===== src/rtl/warmer_xfade_ctrl_pkg.sv =====
// Shared types and constants for the warmer crossfade controller.
// Holds the FSM state enum, parameter defaults and 16-bit sample limits.
package warmer_xfade_ctrl_pkg;

  localparam int unsigned DEFAULT_FADE_SHIFT    = 8;
  localparam int unsigned DEFAULT_PRIME_SAMPLES = 2;

  localparam int SAMPLE_MAX = 32767;
  localparam int SAMPLE_MIN = -32768;

  typedef enum logic [2:0] {
    StBypass,
    StPrime,
    StFadeIn,
    StActive,
    StFadeOut
  } state_e;

endpackage


===== src/rtl/warmer_xfade_ctrl_if.sv =====
// Sample stream, engage request and status signals of the crossfade controller.
// The slave modport is the controller's view; master is the surrounding audio path.
interface warmer_xfade_ctrl_if
  import warmer_xfade_ctrl_pkg::*;
#(
  parameter int unsigned FADE_SHIFT = DEFAULT_FADE_SHIFT
);

  logic                     sample_valid;
  logic signed [15:0]       dry_sample;
  logic signed [15:0]       wet_sample;
  logic                     engage_req;
  logic                     warmer_enable;
  logic signed [15:0]       mix_sample;
  logic                     mix_valid;
  logic [FADE_SHIFT:0]      gain;
  logic                     busy;

  modport master (
    output sample_valid, dry_sample, wet_sample, engage_req,
    input  warmer_enable, mix_sample, mix_valid, gain, busy
  );

  modport slave (
    input  sample_valid, dry_sample, wet_sample, engage_req,
    output warmer_enable, mix_sample, mix_valid, gain, busy
  );

endinterface


===== src/rtl/warmer_xfade_ctrl_mix.sv =====
// Combinational crossfade datapath: weighted sum of wet and dry, floor shift, clamp.
module xfade_mix
  import warmer_xfade_ctrl_pkg::*;
#(
  parameter int unsigned FADE_SHIFT = DEFAULT_FADE_SHIFT
) (
  input  logic signed [15:0] dry,
  input  logic signed [15:0] wet,
  input  logic [FADE_SHIFT:0] gain,
  output logic signed [15:0] mix
);

  localparam logic signed [31:0] Unity = 32'sd1 <<< FADE_SHIFT;

  logic signed [31:0] g_wet;
  logic signed [31:0] g_dry;
  logic signed [31:0] wet_prod;
  logic signed [31:0] dry_prod;
  logic signed [32:0] sum;
  logic signed [32:0] shifted;

  always_comb begin
    g_wet    = signed'(32'(gain));
    g_dry    = Unity - g_wet;
    wet_prod = 32'(wet) * g_wet;
    dry_prod = 32'(dry) * g_dry;
    sum      = 33'(wet_prod) + 33'(dry_prod);
    shifted  = sum >>> FADE_SHIFT;
    // Weights always sum to unity, so the clamp is a guard rather than a normal path.
    if (shifted > 33'(SAMPLE_MAX)) begin
      mix = 16'(SAMPLE_MAX);
    end else if (shifted < 33'(SAMPLE_MIN)) begin
      mix = 16'(SAMPLE_MIN);
    end else begin
      mix = 16'(shifted);
    end
  end

endmodule


===== src/rtl/warmer_xfade_ctrl.sv =====
// Engage/bypass controller for the warmer: primes the effect, then crossfades
// between dry and wet on sample ticks. All state advances only on sample_valid.
module warmer_xfade_ctrl
  import warmer_xfade_ctrl_pkg::*;
#(
  parameter int unsigned FADE_SHIFT    = DEFAULT_FADE_SHIFT,
  parameter int unsigned PRIME_SAMPLES = DEFAULT_PRIME_SAMPLES
) (
  input  logic                    clk,
  input  logic                    rst_n,
  warmer_xfade_ctrl_if.slave      bus
);

  localparam logic [FADE_SHIFT:0] GainMax = (FADE_SHIFT + 1)'(1) << FADE_SHIFT;
  localparam logic [FADE_SHIFT:0] GainOne = (FADE_SHIFT + 1)'(1);
  // The engage tick counts as the first prime sample; PRIME lasts at least one tick.
  localparam logic [3:0] PrimeLast = (PRIME_SAMPLES > 1) ? 4'(PRIME_SAMPLES - 1) : 4'd1;

  state_e              state_q, state_d;
  logic [FADE_SHIFT:0] gain_q, gain_d;
  logic [3:0]          prime_q, prime_d;
  logic                enable_q, enable_d;
  logic signed [15:0]  mix_q, mix_d;
  logic                mix_valid_q;
  logic signed [15:0]  mix_w;

  xfade_mix #(
    .FADE_SHIFT(FADE_SHIFT)
  ) u_mix (
    .dry  (bus.dry_sample),
    .wet  (bus.wet_sample),
    .gain (gain_q),
    .mix  (mix_w)
  );

  always_comb begin
    state_d = state_q;
    gain_d  = gain_q;
    prime_d = prime_q;
    if (bus.sample_valid) begin
      unique case (state_q)
        StBypass: begin
          gain_d = '0;
          if (bus.engage_req) begin
            state_d = StPrime;
            prime_d = '0;
          end
        end
        StPrime: begin
          if (!bus.engage_req) begin
            state_d = StBypass;
            prime_d = '0;
          end else begin
            prime_d = prime_q + 4'd1;
            if (prime_d >= PrimeLast) state_d = StFadeIn;
          end
        end
        StFadeIn: begin
          if (!bus.engage_req) begin
            state_d = StFadeOut;
          end else if (gain_q >= GainMax - GainOne) begin
            gain_d  = GainMax;
            state_d = StActive;
          end else begin
            gain_d = gain_q + GainOne;
          end
        end
        StActive: begin
          if (!bus.engage_req) state_d = StFadeOut;
        end
        StFadeOut: begin
          if (bus.engage_req) begin
            // Reversing at full gain has nothing left to fade in.
            state_d = (gain_q == GainMax) ? StActive : StFadeIn;
          end else if (gain_q <= GainOne) begin
            gain_d  = '0;
            state_d = StBypass;
            prime_d = '0;
          end else begin
            gain_d = gain_q - GainOne;
          end
        end
        default: begin
          state_d = StBypass;
          gain_d  = '0;
          prime_d = '0;
        end
      endcase
    end
    enable_d = (state_d != StBypass);
    mix_d    = bus.sample_valid ? mix_w : mix_q;
  end

  always_ff @(posedge clk or negedge rst_n) begin
    if (!rst_n) begin
      state_q     <= StBypass;
      gain_q      <= '0;
      prime_q     <= '0;
      enable_q    <= 1'b0;
      mix_q       <= '0;
      mix_valid_q <= 1'b0;
    end else begin
      state_q     <= state_d;
      gain_q      <= gain_d;
      prime_q     <= prime_d;
      enable_q    <= enable_d;
      mix_q       <= mix_d;
      mix_valid_q <= bus.sample_valid;
    end
  end

  assign bus.warmer_enable = enable_q;
  assign bus.mix_sample    = mix_q;
  assign bus.mix_valid     = mix_valid_q;
  assign bus.gain          = gain_q;
  assign bus.busy          = (state_q == StPrime) || (state_q == StFadeIn) ||
                             (state_q == StFadeOut);

endmodule


===== src/flat_wrapper.sv =====
// flat-port wrapper written by rule: the top's interface ports become plain ports
module warmer_xfade_ctrl_flat import warmer_xfade_ctrl_pkg::*;
#(
  parameter int unsigned FADE_SHIFT    = DEFAULT_FADE_SHIFT,
  parameter int unsigned PRIME_SAMPLES = DEFAULT_PRIME_SAMPLES
)
  (clk, rst_n, bus_sample_valid, bus_dry_sample, bus_wet_sample, bus_engage_req, bus_warmer_enable, bus_mix_sample, bus_mix_valid, bus_gain, bus_busy);
  warmer_xfade_ctrl_if #(.FADE_SHIFT(FADE_SHIFT)) bus_i ();
  input  logic clk;
  input  logic rst_n;
  input wire logic [$bits(bus_i.sample_valid)-1:0] bus_sample_valid;
  input wire logic [$bits(bus_i.dry_sample)-1:0] bus_dry_sample;
  input wire logic [$bits(bus_i.wet_sample)-1:0] bus_wet_sample;
  input wire logic [$bits(bus_i.engage_req)-1:0] bus_engage_req;
  output wire logic [$bits(bus_i.warmer_enable)-1:0] bus_warmer_enable;
  output wire logic [$bits(bus_i.mix_sample)-1:0] bus_mix_sample;
  output wire logic [$bits(bus_i.mix_valid)-1:0] bus_mix_valid;
  output wire logic [$bits(bus_i.gain)-1:0] bus_gain;
  output wire logic [$bits(bus_i.busy)-1:0] bus_busy;
  assign bus_i.sample_valid = bus_sample_valid;
  assign bus_i.dry_sample = bus_dry_sample;
  assign bus_i.wet_sample = bus_wet_sample;
  assign bus_i.engage_req = bus_engage_req;
  assign bus_warmer_enable = bus_i.warmer_enable;
  assign bus_mix_sample = bus_i.mix_sample;
  assign bus_mix_valid = bus_i.mix_valid;
  assign bus_gain = bus_i.gain;
  assign bus_busy = bus_i.busy;
  warmer_xfade_ctrl #(.FADE_SHIFT(FADE_SHIFT), .PRIME_SAMPLES(PRIME_SAMPLES)) u_core (.clk(clk), .rst_n(rst_n), .bus(bus_i));
endmodule

===== config.mk =====
export PLATFORM = sky130hd
export DESIGN_NAME = warmer_xfade_ctrl_flat
export DESIGN_NICKNAME = d
export VERILOG_FILES = /design/src/rtl/warmer_xfade_ctrl_pkg.sv /design/src/rtl/warmer_xfade_ctrl_if.sv /design/src/rtl/warmer_xfade_ctrl_mix.sv /design/src/rtl/warmer_xfade_ctrl.sv /design/src/flat_wrapper.sv
export SDC_FILE = /design/constraint.sdc
export NUM_CORES = 1
export LEC_CHECK = 0
export BUFFER_PORTS_ARGS = -buffer_cell sky130_fd_sc_hd__buf_2
export CORE_ASPECT_RATIO = 0.8
export CORE_UTILIZATION = 60
export CTS_CLUSTER_DIAMETER = 200
export DETAILED_ROUTE_END_ITERATION = 12
export GPL_ROUTABILITY_DRIVEN = 0
export GPL_TIMING_DRIVEN = 0
export HOLD_SLACK_MARGIN = 0.02
export PLACE_DENSITY = 0.81
export SLEW_MARGIN = 20
export SYNTH_ARGS = -nofsm -noshare
export SYNTH_HDL_FRONTEND = slang
export SYNTH_SLANG_ARGS = --single-unit

===== constraint.sdc =====
create_clock -name clk -period 24.8 [get_ports clk]
set_input_delay 2.48 -clock clk [delete_from_list [all_inputs] [get_ports clk]]
set_output_delay 2.48 -clock clk [all_outputs]
set_load 0.03 [all_outputs]

==> flow_summary.yaml <==
setup_path:
  required_ns: 24.96
  rrSetupSlack_ns: 14.59
  reg2reg_from: "u_core.bus.gain[1]"
  crit_path_start_kind: "flip-flop"
  slowest_delay_ns: 0.73
  reg2regPathDepth: 30
  cpMostUsedCell: "fa_1"
  cp_max_fo: 11
  worstSetupEndpointType: "flip-flop"
  crit_family: "adder cells"
  r2r-end: "u_core.bus.mix_sample[1]"
  cpMaxStageDelayCell: "xnor2_1"
  cp.depth: 30
  cp.arrival_ns: 10.36
  startpoint: "u_core.bus.gain[1]"
  cp_num_buf_inv: 8
  path_class: "reg -> reg"
die:
  io-pin-count: 64
  num_rows: 48
  initial_core_util: 0.6134
  die_w_um: 168.5
  core_area_sq_um: 21680
  dieArea_sq_um: 22770
  die_h_um: 135.2
place:
  portBuffers: 39
  hpwlAfterDp_um: 28060
  pre_cts_ws_ns: 14.74
  placed_cell_area_sq_um: 13870
routing:
  drt_iter0_drc: 821
  num_vias: 9993
  ant_nets: 0
  first_pass_iters: 5
  wire_per_inst_um: 18.06
  drc: 0
  routed_wl_um: 32830
  vias_per_cell: 5.497
sta:
  slew_viol_final: 0
  timing.setup.tns_ns: 0
  layout_min_cycle_time_ns: 10.21
  fin_skew_ns: 0.003227
  worst_slack_ns: 14.59
  rsz0062_at_grt: "no"
  max_freq_ghz: 0.09799
  setup_viol: 0
  slew_headroom: 0.2680
  min_period_over_period: 0.4115
  hold_viol: 0
  worst_pin_slew_ns: 1.090
yosys:
  async_reset_ff_frac: 1.000
  netlist_top_cells_area: "fa_1 (47%), inv_1 (11%), ha_1 (9.4%)"
  synth_flop_cell: "dfrtp_1"
  synth.distinct_cells: 59
  yosys.area.top_type: "fa_1"
  yosys_register_bits: 34
  yosysWarnings: 0
  yosysTopAreaCellShare: 0.4742
  postSynthCellCount: 1468
  ys_seq_area_frac: 0.06398
  mappedNetlistArea_sq_um: 13300
  synth_fp_nets: 1919
  synth-edff-count: 0
  syn_area_per_cell_sq_um: 9.059
  synth_common_cells: "inv_1 (388), fa_1 (315), nand2_1 (191)"
  yosysMostFrequentCell: "inv_1"
clocking:
  clockBufferDepth: 2
  clkTransAtPathRegs_ns: 0.05
  cts_buffers: 5
  clock-root-buffer: "clkbuf_16"
  postCtsSetupRepairBufs: 0
  tritoncts: "built"
  cts_resized: 0
  clock_sinks: 34
  clock_latency_ns: 0.28
  htreeDepth: 2
  ctsHoldBuffers: 0
global_routing:
  grt_use_met3: 0.07946
  grt_pass1_vias: 10420
  use_met2: 0.4938
  grt_pass1_wl_um: 53700
  grt_max_degree: 35
  grt_overflow: 0
  antenna_found_initial: 2
  top_usage_layer: "met2"
  grt_usage: 0.3088
  use_met1: 0.4292
power_and_ir_drop:
  ir_worst_vdd_uv: 76.52
  clock_power_share: 0.043
  p_switching_w: 0.0008881
  combPwrFrac: 0.897
  intPower_w: 0.0007248
  p_seq_frac: 0.059
  switching_share: 0.5506
  total_power_w: 0.001613
  powerDensity_nw_per_um2: 114.8
  leakage_nw: 7.276
cells_and_area:
  final_area_sq_um: 14040
  fin_nets: 1965
  area_growth_syn_to_layout_pct: 5.598
  layout-drive-gt1-share: 0.04356
hold_path:
  holdCritPathClass: "reg -> reg"
  worstHoldStart: "u_core.bus.mix_sample[2]"
  min_path_cells: 1
  hold_path_end: "u_core.bus.mix_sample[2]"
run:
  cap_viol_max_count: 0
status:
  outcome: "finished, final reports clean"
## sequential cells by signal, summed over array words and instances (netlist names)
signal	count
u_core.state_q	3
u_core.bus.warmer_enable	1
u_core.bus.mix_valid	1
u_core.prime_q	4
u_core.bus.gain	9
u_core.bus.mix_sample	16
## worst max path at each step
stage	end	slack [ns]
after floorplan	u_core.bus.mix_sample[0]	15.74
after global placement	u_core.bus.mix_sample[14]	14.81
after detailed placement	u_core.bus.mix_sample[13]	14.74
after CTS	u_core.bus.mix_sample[1]	14.72
after global routing	u_core.bus.mix_sample[4]	14.26
final	u_core.bus.mix_sample[1]	14.59
## metal layers
layer / vias up / share of wire
met5: - / 0
met4: 0 / 0.020
met3: 61 / 0.11
met2: 475 / 0.46
met1: 5044 / 0.41
li1: 4413 / -
## layout make-up
| type | count | area (sq um) |
|---|---|---|
| clock buffers | 6 | 128.9 |
| diodes | 3 | 7.507 |
| multi-input cells | 980 | 10730 |
| inverters | 388 | 1456 |
| plain buffers | 66 | 266.5 |
| well taps | 300 | 375.4 |
| repair buffers | 39 | 195.2 |
| flip-flops and latches | 34 | 850.8 |
| clock inverters | 2 | 37.54 |
| fillers | 1762 | 7637 |
## layout by cell type (no fill, tap or decap), types with 18 or more instances in the layout
master	n
inv_1	388
fa_1	315
nand2_1	191
and2_1	128
ha_1	100
clkbuf_1	51
buf_2	39
nor2_1	35
dfrtp_1	34
o21ai_0	27
xnor2_1	25
a21oi_1	20
a221o_1	18
## power by group through the flow
stage               registers, W  logic [W]  clock network [W]
floorplan               0.000122    0.00105                  0
global placement       0.0000958    0.00137                  0
detailed placement     0.0000956    0.00143                  0
CTS                    0.0000951    0.00143          0.0000703
global route           0.0000975    0.00162          0.0000723
finish                 0.0000959    0.00145          0.0000701
## logic make-up after synthesis
logic type	share of synthesized area
multiplexers	0.001693
AND/OR/NAND/NOR	0.1545
adder cells (fa/ha/maj)	0.5683
buffers and inverters	0.1296
flip-flops	0.06398
XOR/XNOR	0.02493
AO/OA/AOI/OAI	0.05711
## per-stage QoR
stage | utilization | hold WS [ns] | cells
floorplan | - | 0.4727 | 1468
global placement | 0.6397 | 0.5005 | 1807
finish | 0.6477 | 0.5134 | 1818
global route | 0.6474 | 0.5207 | 1815
detailed placement | 0.6397 | 0.5043 | 1807
CTS | 0.6474 | 0.5148 | 1815
Power figures use the tool's default switching activity.
